$ cat src/rtl/c2f_chunk_ring.sv
// c2f_chunk_ring
//   Card-to-FPGA chunk ring reader. The host advances a write pointer (in
//   chunks); this block streams every line of each pending chunk out of the
//   chunk RAM, in order, on a valid/ready stream. After each chunk it asks for
//   the new read pointer to be DMA'd back to the host metrics buffer.
//
//   Optional feature macro: C2F_RDPTR_COALESCE_EN
//     undefined : every finished chunk raises a read-pointer request and reads
//                 stop until that request is acked (one request per chunk).
//     defined   : reads keep going while a request is pending; chunks finished
//                 meanwhile are folded into one follow-up request that carries
//                 the latest read pointer.
//
// Ports
//   clk_in, reset_in     clock, asynchronous active-high reset
//   enable_in            low = synchronous clear of the whole block
//   wrPtrValid_in/wrPtr_in  host write-pointer register write
//   ramAddr_out/ramRead_out/ramData_in  chunk RAM, data one cycle after strobe
//   data_out/dataValid_out/dataReady_in  line stream to the consumer
//   rdPtr_out/rdPtrReq_out/rdPtrAck_in   read-pointer write-back request
//   avail_out            chunks pending = wrPtr - rdPtr (mod ring size)

module c2f_chunk_ring #(
   parameter int NUM_CHUNKS_LOG2 = 2,
   parameter int LINES_LOG2      = 3,
   parameter int DATA_W          = 64
) (
   input  logic                                 clk_in,
   input  logic                                 reset_in,
   input  logic                                 enable_in,
   input  logic                                 wrPtrValid_in,
   input  logic [NUM_CHUNKS_LOG2-1:0]           wrPtr_in,
   output logic [NUM_CHUNKS_LOG2+LINES_LOG2-1:0] ramAddr_out,
   output logic                                 ramRead_out,
   input  logic [DATA_W-1:0]                    ramData_in,
   output logic [DATA_W-1:0]                    data_out,
   output logic                                 dataValid_out,
   input  logic                                 dataReady_in,
   output logic [NUM_CHUNKS_LOG2-1:0]           rdPtr_out,
   output logic                                 rdPtrReq_out,
   input  logic                                 rdPtrAck_in,
   output logic [NUM_CHUNKS_LOG2-1:0]           avail_out
);

   localparam int CW = NUM_CHUNKS_LOG2;
   localparam int LW = LINES_LOG2;

   typedef enum logic [1:0] {IDLE, STREAM, WAIT_ACK} state_t;

   state_t            state;
   logic [CW-1:0]     wr_ptr;
   logic [CW-1:0]     rd_ptr;
   logic [CW-1:0]     req_ptr;
   logic [LW-1:0]     line;
   logic              req;
   logic              rd_pend;      // read strobed last cycle, data on ramData_in now
   logic [1:0]        fifo_cnt;
   logic [DATA_W-1:0] fifo_q0;      // head
   logic [DATA_W-1:0] fifo_q1;
`ifdef C2F_RDPTR_COALESCE_EN
   logic              dirty;        // rdPtr moved while a request was pending
`endif

   logic empty;
   logic blocked;
   logic issue;
   logic last_line;
   logic pop;

   assign empty = (rd_ptr == wr_ptr);

`ifdef C2F_RDPTR_COALESCE_EN
   assign blocked = 1'b0;
`else
   // The ack cycle itself may already issue, so a promptly acked request
   // costs no bubble between chunks.
   assign blocked = (state == WAIT_ACK) && !rdPtrAck_in;
`endif

   // The returning read plus buffered lines never exceed the 2-entry FIFO,
   // so a stalled consumer can never cause a line to be dropped.
   assign issue     = enable_in && !empty && !blocked &&
                      ((fifo_cnt + {1'b0, rd_pend}) < 2'd2);
   assign last_line = issue && (&line);

   // RAM data bypasses the FIFO when it is empty: this is what gives the
   // two-cycle wrPtr-to-first-line latency and one line per cycle.
   assign dataValid_out = (fifo_cnt != 2'd0) || rd_pend;
   assign data_out      = (fifo_cnt != 2'd0) ? fifo_q0 :
                          (rd_pend ? ramData_in : '0);
   assign pop           = dataValid_out && dataReady_in;

   assign ramRead_out  = issue;
   assign ramAddr_out  = {rd_ptr, line};
   assign avail_out    = wr_ptr - rd_ptr;
   assign rdPtr_out    = req_ptr;
   assign rdPtrReq_out = req;

   always_ff @(posedge clk_in or posedge reset_in) begin
      if (reset_in) begin
         state    <= IDLE;
         wr_ptr   <= '0;
         rd_ptr   <= '0;
         req_ptr  <= '0;
         line     <= '0;
         req      <= 1'b0;
         rd_pend  <= 1'b0;
         fifo_cnt <= 2'd0;
         fifo_q0  <= '0;
         fifo_q1  <= '0;
`ifdef C2F_RDPTR_COALESCE_EN
         dirty    <= 1'b0;
`endif
      end else if (!enable_in) begin
         // Clearing rd_pend also throws away any RAM data still returning.
         state    <= IDLE;
         wr_ptr   <= '0;
         rd_ptr   <= '0;
         req_ptr  <= '0;
         line     <= '0;
         req      <= 1'b0;
         rd_pend  <= 1'b0;
         fifo_cnt <= 2'd0;
         fifo_q0  <= '0;
         fifo_q1  <= '0;
`ifdef C2F_RDPTR_COALESCE_EN
         dirty    <= 1'b0;
`endif
      end else begin
         if (wrPtrValid_in) wr_ptr <= wrPtr_in;

         rd_pend <= issue;
         if (issue) begin
            line <= line + 1'b1;
            if (last_line) rd_ptr <= rd_ptr + 1'b1;
         end

         // Output FIFO. rd_pend with two entries held cannot occur.
         case (fifo_cnt)
            2'd0: begin
               if (rd_pend && !pop) begin
                  fifo_q0  <= ramData_in;
                  fifo_cnt <= 2'd1;
               end
            end
            2'd1: begin
               if (pop && rd_pend) begin
                  fifo_q0 <= ramData_in;
               end else if (pop) begin
                  fifo_cnt <= 2'd0;
               end else if (rd_pend) begin
                  fifo_q1  <= ramData_in;
                  fifo_cnt <= 2'd2;
               end
            end
            default: begin
               if (pop) begin
                  fifo_q0  <= fifo_q1;
                  fifo_cnt <= 2'd1;
               end
            end
         endcase

`ifdef C2F_RDPTR_COALESCE_EN
         case (state)
            IDLE:    if (!empty) state <= STREAM;
            default: if (empty)  state <= IDLE;
         endcase

         if (req) begin
            if (rdPtrAck_in) req <= 1'b0;
            dirty <= dirty | last_line;
         end else if (dirty || last_line) begin
            req     <= 1'b1;
            req_ptr <= last_line ? rd_ptr + 1'b1 : rd_ptr;
            dirty   <= 1'b0;
         end
`else
         if (last_line) begin
            state   <= WAIT_ACK;
            req     <= 1'b1;
            req_ptr <= rd_ptr + 1'b1;
         end else begin
            case (state)
               IDLE:     if (!empty) state <= STREAM;
               STREAM:   if (empty)  state <= IDLE;
               WAIT_ACK: begin
                  if (rdPtrAck_in) begin
                     req   <= 1'b0;
                     state <= empty ? IDLE : STREAM;
                  end
               end
               default:  state <= IDLE;
            endcase
         end
`endif
      end
   end

endmodule

$ cat config.mk
export PLATFORM = sky130hd
export DESIGN_NAME = c2f_chunk_ring
export DESIGN_NICKNAME = d
export VERILOG_FILES = /design/src/rtl/c2f_chunk_ring.sv
export SDC_FILE = /design/constraint.sdc
export NUM_CORES = 1
export LEC_CHECK = 0
export CAP_MARGIN = 20
export CELL_PAD_IN_SITES_DETAIL_PLACEMENT = 1
export CELL_PAD_IN_SITES_GLOBAL_PLACEMENT = 1
export CORE_MARGIN = 2
export CORE_UTILIZATION = 43
export CTS_CLUSTER_SIZE = 10
export DETAILED_ROUTE_END_ITERATION = 7
export PLACE_DENSITY = 0.87
export SYNTH_ARGS = -nofsm -noshare
export SYNTH_HDL_FRONTEND = slang
export SYNTH_SLANG_ARGS = --single-unit
$ cat constraint.sdc
create_clock -name clk_in -period 8 [get_ports clk_in]
set_input_delay 1.2 -clock clk_in [delete_from_list [all_inputs] [get_ports clk_in]]
set_output_delay 1.2 -clock clk_in [all_outputs]
set_load 0.02 [all_outputs]
==> results of run 1 <==
-- stage by stage --
| step | setup WS [ps] | power, mW | std cells |
|---|---|---|---|
| global route | 3170 | 1.85 | 1061 |
| detailed placement | 3630 | 1.03 | 1030 |
| CTS | 3340 | 1.79 | 1061 |
| floorplan | 2960 | 0.919 | 722 |
| finish | 3370 | 1.78 | 1061 |
| global placement | 3730 | 1.02 | 1029 |
-- flip-flops by register name, summed over array words and instances (netlist names) --
name / flops
wr_ptr: 2
rd_pend: 1
line: 3
fifo_q1: 64
fifo_cnt: 2
rdPtrReq_out: 1
rdPtr_out: 2
state: 2
rd_ptr: 2
fifo_q0: 64
-- cell type report --
cell class / count / area, um^2 / share of cell area [%]
flip-flops and latches: 143 / 3580 / 39.1
multi-input cells: 506 / 3170 / 34.5
repair buffers: 155 / 1550 / 16.9
clock buffers: 24 / 502 / 5.47
well taps: 220 / 275 / 3.00
clock inverters: 7 / 60.1 / 0.655
inverters: 6 / 27.5 / 0.300
-- cells by family (layout without fill, tap and decap cells) --
| family | after synthesis | after routing | synth area share (%) |
|---|---|---|---|
| XOR/XNOR | 4 | 4 | 0.490 |
| adder cells (fa/ha/maj) | 3 | 3 | 0.526 |
| AND/OR/NAND/NOR | 222 | 222 | 12.6 |
| AO/OA/AOI/OAI | 210 | 210 | 21.2 |
| flip-flops | 143 | 143 | 50.1 |
| buffers and inverters | 73 | 192 | 5.75 |
| multiplexers | 67 | 67 | 9.39 |
-- worst max path at each step --
stage	startpoint	endpoint	slack, ps	cells past startpoint
finish	rd_pend$_DFF_PP0_	ramRead_out	3370	5
floorplan	reset_in	fifo_cnt[0]$_DFFE_PP0P_	2960	1
global placement	rdPtrAck_in	ramRead_out	3730	5
global route	rd_pend$_DFF_PP0_	ramRead_out	3170	5
detailed placement	enable_in	fifo_q0[9]$_DFFE_PP0P_	3630	6
CTS	rd_pend$_DFF_PP0_	ramRead_out	3340	5
-- worst min-delay path, cell delays in order, from the launching register on --
cell and delay [ps]:
dfrtp_1 340, nand2_1 50, o31ai_1 50
-- report_power, final --
| group | switching (mW) | total (mW) | internal [mW] |
|---|---|---|---|
| Sequential | 0.0234 | 0.780 | 0.756 |
| Clock | 0.299 | 0.762 | 0.464 |
| Combinational | 0.141 | 0.242 | 0.101 |
-- cell usage after synthesis (all sizes together) --
| library cell | number |
|---|---|
| a22oi | 1 |
| nand2b | 3 |
| or3b | 1 |
| inv | 6 |
| dfrtp | 143 |
| clkbuf | 25 |
| a221oi | 3 |
| and2 | 3 |
| xnor2 | 4 |
| or2 | 1 |
| nor3b | 3 |
| and3 | 1 |
| o21ai | 70 |
| o31ai | 64 |
| mux2i | 67 |
| a21oi | 5 |
| nand4b | 1 |
| a211oi | 1 |
| nor3 | 1 |
| buf | 42 |
| a22o | 65 |
| nand3 | 4 |
| or3 | 2 |
| nor2 | 4 |
| nand2 | 198 |
| a21o | 1 |
| ha | 3 |
-- per-layer routing --
layer	vias up	share of wire (%)	track usage [%]
li1	2762	-	-
met1	3116	42	29.8
met2	165	52	43.4
met3	40	3.8	5.17
met4	0	2.2	9.32
met5	-	0	0
==> out/metrics.csv, run 1 <==
stage,metric,value,unit
global_route,vias in the first global route,6669,
floorplan,core area,16400,um^2
clocking,post-CTS setup buffers,0,
clocking,CTS buffer count,17,
final_layout,Nets,904,
sta,RSZ-0062 raised after global routing,false,
min_path,type of the tightest min-delay check,flop to flop,
min_path,Hold Path Origin,fifo_q0[20]$_DFFE_PP0P_,
floorplan,io pins,148,
critical_path,Setup crit end kind,output port,
global_route,antenna violations before repair,0,
clocking,CTS Sinks,143,
sta,Max Fclk,0.216,GHz
sta,Slew HR,22.5,%
clocking,Resized cells post-CTS,0,
synth,register area share after synthesis,50.1,%
sta,hold slack,481,ps
final_layout,Finished Cell Area,9170,um^2
routing,Final ANT Viol Nets,0,
final_layout,most frequent cells in the layout,"nand2_1, clkdlybuf4s50_1, dfrtp_1",
placement,Port Buffers,147,
synth,proportion of netlist area held by the largest area contributor,50.1,%
sta,fin crit share,57.9,%
pwr,Power Dens Cells,195,nW/um^2
critical_path,Crit-path slowest cell,dfrtp_2,
critical_path,Worst R2R End,fifo_q0[21]$_DFFE_PP0P_,
placement,GP Congestion,0.802,
final_layout,final core utilization,55.9,%
critical_path,FF-to-FF path depth,6,
sta,clock skew,8.64,ps
sta,Final Setup Violations,0,
critical_path,worst-path cell chain,"buf_4, nand3_1, a221oi_2, and2_1, clkdlybuf4s50_1",
final_layout,"most common cell after layout, fill and taps aside",nand2_1,
final_layout,area grow syn2layout,28.3,%
critical_path,critical setup path kind,flop to output port,
synth,Syn Inst Count,722,
critical_path,Critical Path AT,3430,ps
pwr,Worst VDD drop,0.151,mV
placement,Placed Area,8600,um^2
sta,Slew Limit Fails,0,
clocking,clk slew on worst S/H paths,60,ps
clocking,Hold Buf Count CTS,0,
sta,setup TNS,0,ps
sta,final hold violation count,0,
final_layout,share of cells above drive strength 1,5.95,%
clocking,H-tree levels,4,
floorplan,# rows,47,
global_route,largest net degree at the start of global routing,103,
flow_run,max_cap viols,0,
pwr,leakage power,3.69,nW
status,status,"finished, final reports clean",
routing,WL final,21200,um
synth,Yosys reg bits,143,
sta,post-layout min period,4630,ps
clocking,root buffer cell,clkbuf_16,
synth,largest area contributor in the netlist,dfrtp_1,
synth,Synthesized Nets,797,
routing,via count,6083,
floorplan,die width,133,um
routing,vias per inst,5.73,
synth,warnings from Yosys,0,
final_layout,Fill cells,1767,
synth,Area contributors post-synth,"dfrtp_1, nand2_1, mux2i_1, a22o_1, o31ai_1",
clocking,clk buf depth,2,
routing,first-iteration detailed-routing DRC count,354,
min_path,hold path cells,2,
synth,Avg Inst Size Synth,9.89,um^2
routing,drt wl/cell,20.0,um
critical_path,critical-path maximum fanout,37,
critical_path,buffers and inverters on the worst path,2,
floorplan,die area,17700,um^2
min_path,hold endpoint,fifo_q0[20]$_DFFE_PP0P_,
sta,Least-Margin Pin Slew,1160,ps
routing,1st-pass router iterations,4,
floorplan,Die Span Y,133,um
clocking,worst skew pair latency,420,ps
global_route,GRT Util Overall,24.7,%
clocking,CTS tree,built,
critical_path,Top Family by Delay on Critical Path,buffers and inverters,
synth,Post-Synthesis Cell Area,7140,um^2
global_route,first-pass GRT wire length,34700,um
critical_path,"Req. time, crit path",6800,ps
critical_path,Critical Path Max Stage Delay,820,ps
global_route,grt ovf,0,
synth,Cell variety after synth,34,
final_layout,Antenna Cells,0,
critical_path,register-to-register setup slack,3840,ps
critical_path,r2r startpoint,fifo_cnt[1]$_DFFE_PP0P_,
routing,# DRC,0,
critical_path,critical path startpoint category,flop,
placement,DP HPWL,13100,um
floorplan,Starting Density,43.5,%
Power figures use the tool's default switching activity.
==> run 2, diff against run 1 <==
- CORE_UTILIZATION: 43 -> 40
- PLACE_DENSITY: 0.87 -> 0.82
- clock period: 8 -> 4.4 ns (I/O delays scaled with it)
==> out/metrics.csv, run 2 (same netlist as run 1, synthesis figures left out) <==
stage,metric,value,unit,change
sta,final hold violation count,0,,unchanged
critical_path,Setup crit end kind,output port,,
sta,Slew HR,42.1,%,+20 points
final_layout,area grow syn2layout,29.3,%,
critical_path,critical setup path kind,flop to output port,,
global_route,GRT met3 Usage,5.04,%,-0.13 points
floorplan,io pins,148,,unchanged
global_route,first-pass GRT wire length,33900,um,-2.5%
global_route,largest net degree at the start of global routing,144,,+40%
min_path,Hold Path Origin,fifo_q0[52]$_DFFE_PP0P_,,
clocking,CTS buffer count,17,,unchanged
pwr,Power Total,3.32,mW,+86%
final_layout,most frequent cells in the layout,"nand2_1, clkdlybuf4s50_1, dfrtp_1",,
min_path,hold endpoint,fifo_q0[52]$_DFFE_PP0P_,,
critical_path,critical-path maximum fanout,37,,unchanged
clocking,CTS Sinks,143,,unchanged
sta,fin worst setup slack,748,ps,-2620 ps
sta,clock skew,12.2,ps,+3.53 ps
clocking,CTS tree,built,,
sta,Slew Limit Fails,0,,unchanged
floorplan,# rows,48,,+2.1%
global_route,antenna violations before repair,0,,unchanged
status,status,"finished, final reports clean",,
placement,Port Buffers,147,,unchanged
global_route,met1 Usage GRT,28.5,%,-1.3 points
clocking,worst skew pair latency,420,ps,about the same
clocking,clk buf depth,2,,unchanged
final_layout,final core utilization,53.2,%,-2.6 points
global_route,grt ovf,0,,unchanged
pwr,internal power,2.45,mW,+85%
floorplan,die area,18900,um^2,+7.3%
final_layout,Largest regs,"fifo_q0: 64 flops, fifo_q1: 64 flops, line: 3 flops",,
placement,DP HPWL,12800,um,-1.9%
routing,Final ANT Viol Nets,0,,unchanged
clocking,Resized cells post-CTS,0,,unchanged
routing,# DRC,0,,unchanged
critical_path,register-to-register setup slack,1790,ps,-2050 ps
routing,drt wl/cell,19.4,um,-2.7%
routing,1st-pass router iterations,5,,+1
critical_path,Worst R2R End,fifo_q1[49]$_DFFE_PP0P_,,
pwr,Net Switching,0.870,mW,+88%
pwr,Worst VDD drop,0.268,mV,+77%
flow_run,max_cap viols,0,,unchanged
global_route,GRT Util Overall,23.0,%,-1.7 points
clocking,clk slew on worst S/H paths,60,ps,about the same
sta,post-layout min period,3650,ps,
pwr,Clk pwr share,44.0,%,+1.3 points
final_layout,"most common cell after layout, fill and taps aside",nand2_1,,
sta,setup TNS,0,ps,unchanged
critical_path,critical path startpoint category,flop,,
placement,GP Congestion,0.753,,-6.1%
final_layout,fin cells,1069,,+0.75%
floorplan,die width,138,um,+3.6%
routing,WL final,20800,um,-2.0%
pwr,Sw Share,26.2,%,+0.27 points
critical_path,FF-to-FF path depth,4,,-2
sta,Least-Margin Pin Slew,868,ps,-294 ps
pwr,Gate power share,13.2,%,-0.3 points
critical_path,r2r startpoint,rd_pend$_DFF_PP0_,,
critical_path,Critical Path AT,2990,ps,-440 ps
routing,vias per inst,5.64,,-1.6%
floorplan,Die Span Y,138,um,+3.6%
min_path,type of the tightest min-delay check,flop to flop,,
sta,Final Setup Violations,0,,unchanged
sta,hold slack,481,ps,+0.391 ps
critical_path,"Req. time, crit path",3740,ps,-3060 ps
final_layout,Antenna Cells,0,,unchanged
final_layout,Finished Cell Area,9240,um^2,+0.79%
global_route,gr busiest metal,met2,,
pwr,sequential power share,42.8,%,-0.9 points
min_path,hold path cells,2,,unchanged
placement,pre-CTS setup slack,1130,ps,-2500 ps
floorplan,Starting Density,41.2,%,-2.4 points
routing,first-iteration detailed-routing DRC count,389,,+9.9%
sta,RSZ-0062 raised after global routing,false,,
clocking,Hold Buf Count CTS,0,,unchanged
pwr,leakage power,3.69,nW,+0.22%
final_layout,Nets,906,,+0.22%
floorplan,core area,17400,um^2,+5.8%
clocking,post-CTS setup buffers,0,,unchanged
global_route,vias in the first global route,6714,,+0.67%
placement,Placed Area,8640,um^2,+0.44%
sta,Max Fclk,0.274,GHz,
clocking,H-tree levels,4,,unchanged
routing,via count,6030,,-0.87%
final_layout,share of cells above drive strength 1,6.52,%,+0.57 points
global_route,met2 GRT Util,40.0,%,-3.4 points
pwr,Power Dens Cells,359,nW/um^2,+85%
placement,DP Cell Count,1037,,+0.68%
clocking,root buffer cell,clkbuf_16,,
sta,fin crit share,83.0,%,
run 2: cell count changes in the layout (fill, tap and decap cells not counted), sizes merged:
| cell | previous run | this run |
|---|---|---|
| buf | 8 | 10 |
| clkinv | 6 | 8 |
| clkinvlp | 0 | 5 |
| inv | 6 | 5 |
| bufinv | 1 | 3 |
| clkbuf | 24 | 17 |
run 2: worst max path at each step:
stage / start / end / slack, ps / depth (start not counted)
floorplan: reset_in / fifo_cnt[0]$_DFFE_PP0P_ / 1950 / 1
global placement: rdPtrAck_in / ramRead_out / 1190 / 5
detailed placement: rdPtrAck_in / ramRead_out / 1130 / 5
CTS: rd_pend$_DFF_PP0_ / ramRead_out / 720 / 4
global route: fifo_cnt[1]$_DFFE_PP0P_ / data_out[46] / 630 / 5
finish: rd_pend$_DFF_PP0_ / ramRead_out / 750 / 4
run 2: worst max-delay path: stages, from the launching register on:
cell,delay [ps]
dfrtp_2,850
nand3_1,230
a221oi_2,660
and2_1,230
clkdlybuf4s50_1,600
run 2: area by class of cell:
cell class	instances	area, um^2
clock buffer	17	425
clock inverter	15	171
fill	1865	8120
inverter	6	26.3
multi-input combinational	506	3170
sequential	143	3580
tap	225	282
timing repair buffer	157	1580
run 2: power by group through the flow:
stage	Clock, mW	Sequential (mW)	Combinational [mW]
5_1_grt	1.55	1.43	0.478
6_report	1.46	1.42	0.438
4_1_cts	1.48	1.42	0.444
2_1_floorplan	0	1.42	0.246
3_3_place_gp	0	1.44	0.417
3_5_place_dp	0	1.44	0.439
run 2: metal layers:
layer	part of all wire [%]	up-vias
li1	-	2781
met1	43	3092
met2	52	143
met5	0	-
met3	4.4	14
met4	0.75	0
==> run 3, diff against run 2 <==
- clock period: 4.4 -> 3.55 ns (I/O delays scaled with it)
==> out/metrics.csv, run 3 (same netlist as run 1, synthesis figures left out) <==
stage,metric,value,unit,change
critical_path,Critical Path AT,2820,ps,-170 ps
final_layout,Antenna Cells,0,,unchanged
clocking,CTS Sinks,143,,unchanged
min_path,Hold Path Origin,fifo_q0[52]$_DFFE_PP0P_,,
routing,via count,6110,,+1.3%
sta,setup TNS,0,ps,unchanged
floorplan,# rows,48,,unchanged
pwr,Power Total,4.01,mW,+21%
clocking,CTS buffer count,17,,unchanged
sta,Least-Margin Pin Slew,1080,ps,+213 ps
min_path,hold endpoint,fifo_q0[52]$_DFFE_PP0P_,,
sta,RSZ-0062 raised after global routing,false,,
floorplan,Die Span Y,138,um,unchanged
pwr,Net Switching,1.05,mW,+21%
routing,drt wl/cell,19.7,um,+1.5%
sta,fin crit share,94.4,%,
placement,DP HPWL,13200,um,+3.1%
critical_path,"Req. time, crit path",3020,ps,-720 ps
status,status,"finished, final reports clean",,
final_layout,"most common cell after layout, fill and taps aside",nand2_1,,
floorplan,die area,18900,um^2,unchanged
final_layout,most frequent cells in the layout,"nand2_1, clkdlybuf4s50_1, dfrtp_1",,
clocking,H-tree levels,4,,unchanged
pwr,Power Dens Cells,433,nW/um^2,+20%
pwr,Sw Share,26.3,%,+0.078 points
placement,Port Buffers,147,,unchanged
global_route,grt ovf,0,,unchanged
routing,vias per inst,5.70,,+1.1%
min_path,hold path cells,2,,unchanged
sta,Max Fclk,0.298,GHz,
placement,Placed Area,8700,um^2,+0.69%
final_layout,Finished Cell Area,9260,um^2,+0.24%
sta,clock skew,9.10,ps,-3.06 ps
pwr,internal power,2.95,mW,+21%
final_layout,share of cells above drive strength 1,6.62,%,+0.10 points
flow_run,max_cap viols,0,,unchanged
floorplan,Starting Density,41.2,%,unchanged
pwr,Clk pwr share,42.2,%,-1.8 points
routing,first-iteration detailed-routing DRC count,345,,-11%
routing,Final ANT Viol Nets,0,,unchanged
pwr,sequential power share,43.9,%,+1.1 points
critical_path,critical setup path kind,flop to output port,,
global_route,largest net degree at the start of global routing,144,,unchanged
sta,Slew Limit Fails,0,,unchanged
clocking,worst skew pair latency,410,ps,about the same
critical_path,critical-path maximum fanout,36,,-2.7%
routing,# DRC,0,,unchanged
min_path,type of the tightest min-delay check,flop to flop,,
final_layout,area grow syn2layout,29.6,%,
global_route,first-pass GRT wire length,34200,um,+0.94%
final_layout,Largest regs,"fifo_q0: 64 flops, fifo_q1: 64 flops, line: 3 flops",,
sta,post-layout min period,3350,ps,
routing,WL final,21100,um,+1.7%
critical_path,Critical path origin,rd_pend$_DFF_PP0_,,
clocking,Resized cells post-CTS,0,,unchanged
pwr,Gate power share,13.9,%,+0.7 points
critical_path,critical path startpoint category,flop,,
routing,1st-pass router iterations,4,,-1
global_route,GRT Util Overall,23.2,%,+0.23 points
clocking,CTS tree,built,,
clocking,Hold Buf Count CTS,0,,unchanged
critical_path,FF-to-FF path depth,4,,unchanged
final_layout,final core utilization,53.4,%,+0.13 points
sta,hold slack,480,ps,-1.02 ps
critical_path,Worst R2R End,fifo_q1[5]$_DFFE_PP0P_,,
critical_path,Setup crit end kind,output port,,
clocking,clk slew on worst S/H paths,60,ps,about the same
critical_path,r2r startpoint,rd_pend$_DFF_PP0_,,
floorplan,core area,17400,um^2,unchanged
clocking,root buffer cell,clkbuf_16,,
global_route,vias in the first global route,6660,,-0.80%
critical_path,register-to-register setup slack,990,ps,-800 ps
sta,Final Setup Violations,0,,unchanged
placement,GP Congestion,0.754,,about the same
sta,Slew HR,28.0,%,-14 points
clocking,clk buf depth,2,,unchanged
sta,final hold violation count,0,,unchanged
pwr,Worst VDD drop,0.409,mV,+53%
floorplan,io pins,148,,unchanged
clocking,post-CTS setup buffers,0,,unchanged
global_route,antenna violations before repair,0,,unchanged
pwr,leakage power,3.70,nW,+0.27%
floorplan,die width,138,um,unchanged
final_layout,Nets,909,,+0.33%
run 3: per-stage QoR:
step	instances	setup WS, ps
final	1071	199
after floorplan	722	1230
after global routing	1071	48.7
after detailed placement	1040	634
after global placement	1040	692
after CTS	1071	170
run 3: worst max-delay path by stage:
stage / endpoint / slack [ps] / depth (start not counted)
final: data_out[46] / 200 / 4
after global routing: data_out[46] / 50 / 4
after CTS: data_out[46] / 170 / 4
after detailed placement: data_out[46] / 630 / 4
after global placement: data_out[46] / 690 / 4
after floorplan: fifo_cnt[0]$_DFFE_PP0P_ / 1230 / 1
run 3: metal layers:
layer | vias up | share of wire, % | track usage (%)
met5 | - | 0 | 0
met4 | 0 | 1.6 | 7.45
met3 | 26 | 4.6 | 4.01
met2 | 171 | 51 | 40.4
met1 | 3138 | 43 | 29.3
li1 | 2775 | - | -
run 3: layout make-up:
cell class                      count  area [um^2]
Timing Repair Buffer              160         1640
Clock inverter                     10         88.8
Clock buffer                       21          470
Sequential cell                   143         3580
Inverter                            6         26.3
Multi-Input combinational cell    506         3170
Tap cell                          225          282
Fill cell                        1892         8100
run 3: power groups by stage:
stage	clock (mW)	sequential, mW	combinational [mW]
3_3_place_gp	0	1.78	0.534
2_1_floorplan	0	1.77	0.305
5_1_grt	1.79	1.77	0.606
4_1_cts	1.72	1.76	0.563
3_5_place_dp	0	1.79	0.559
6_report	1.69	1.76	0.557
run 3: critical path: stages (launching register included):
cell             delay [ps]
dfrtp_2                 850
buf_4                   520
nand2_1                  90
o21ai_0                 260
clkdlybuf4s50_1         660
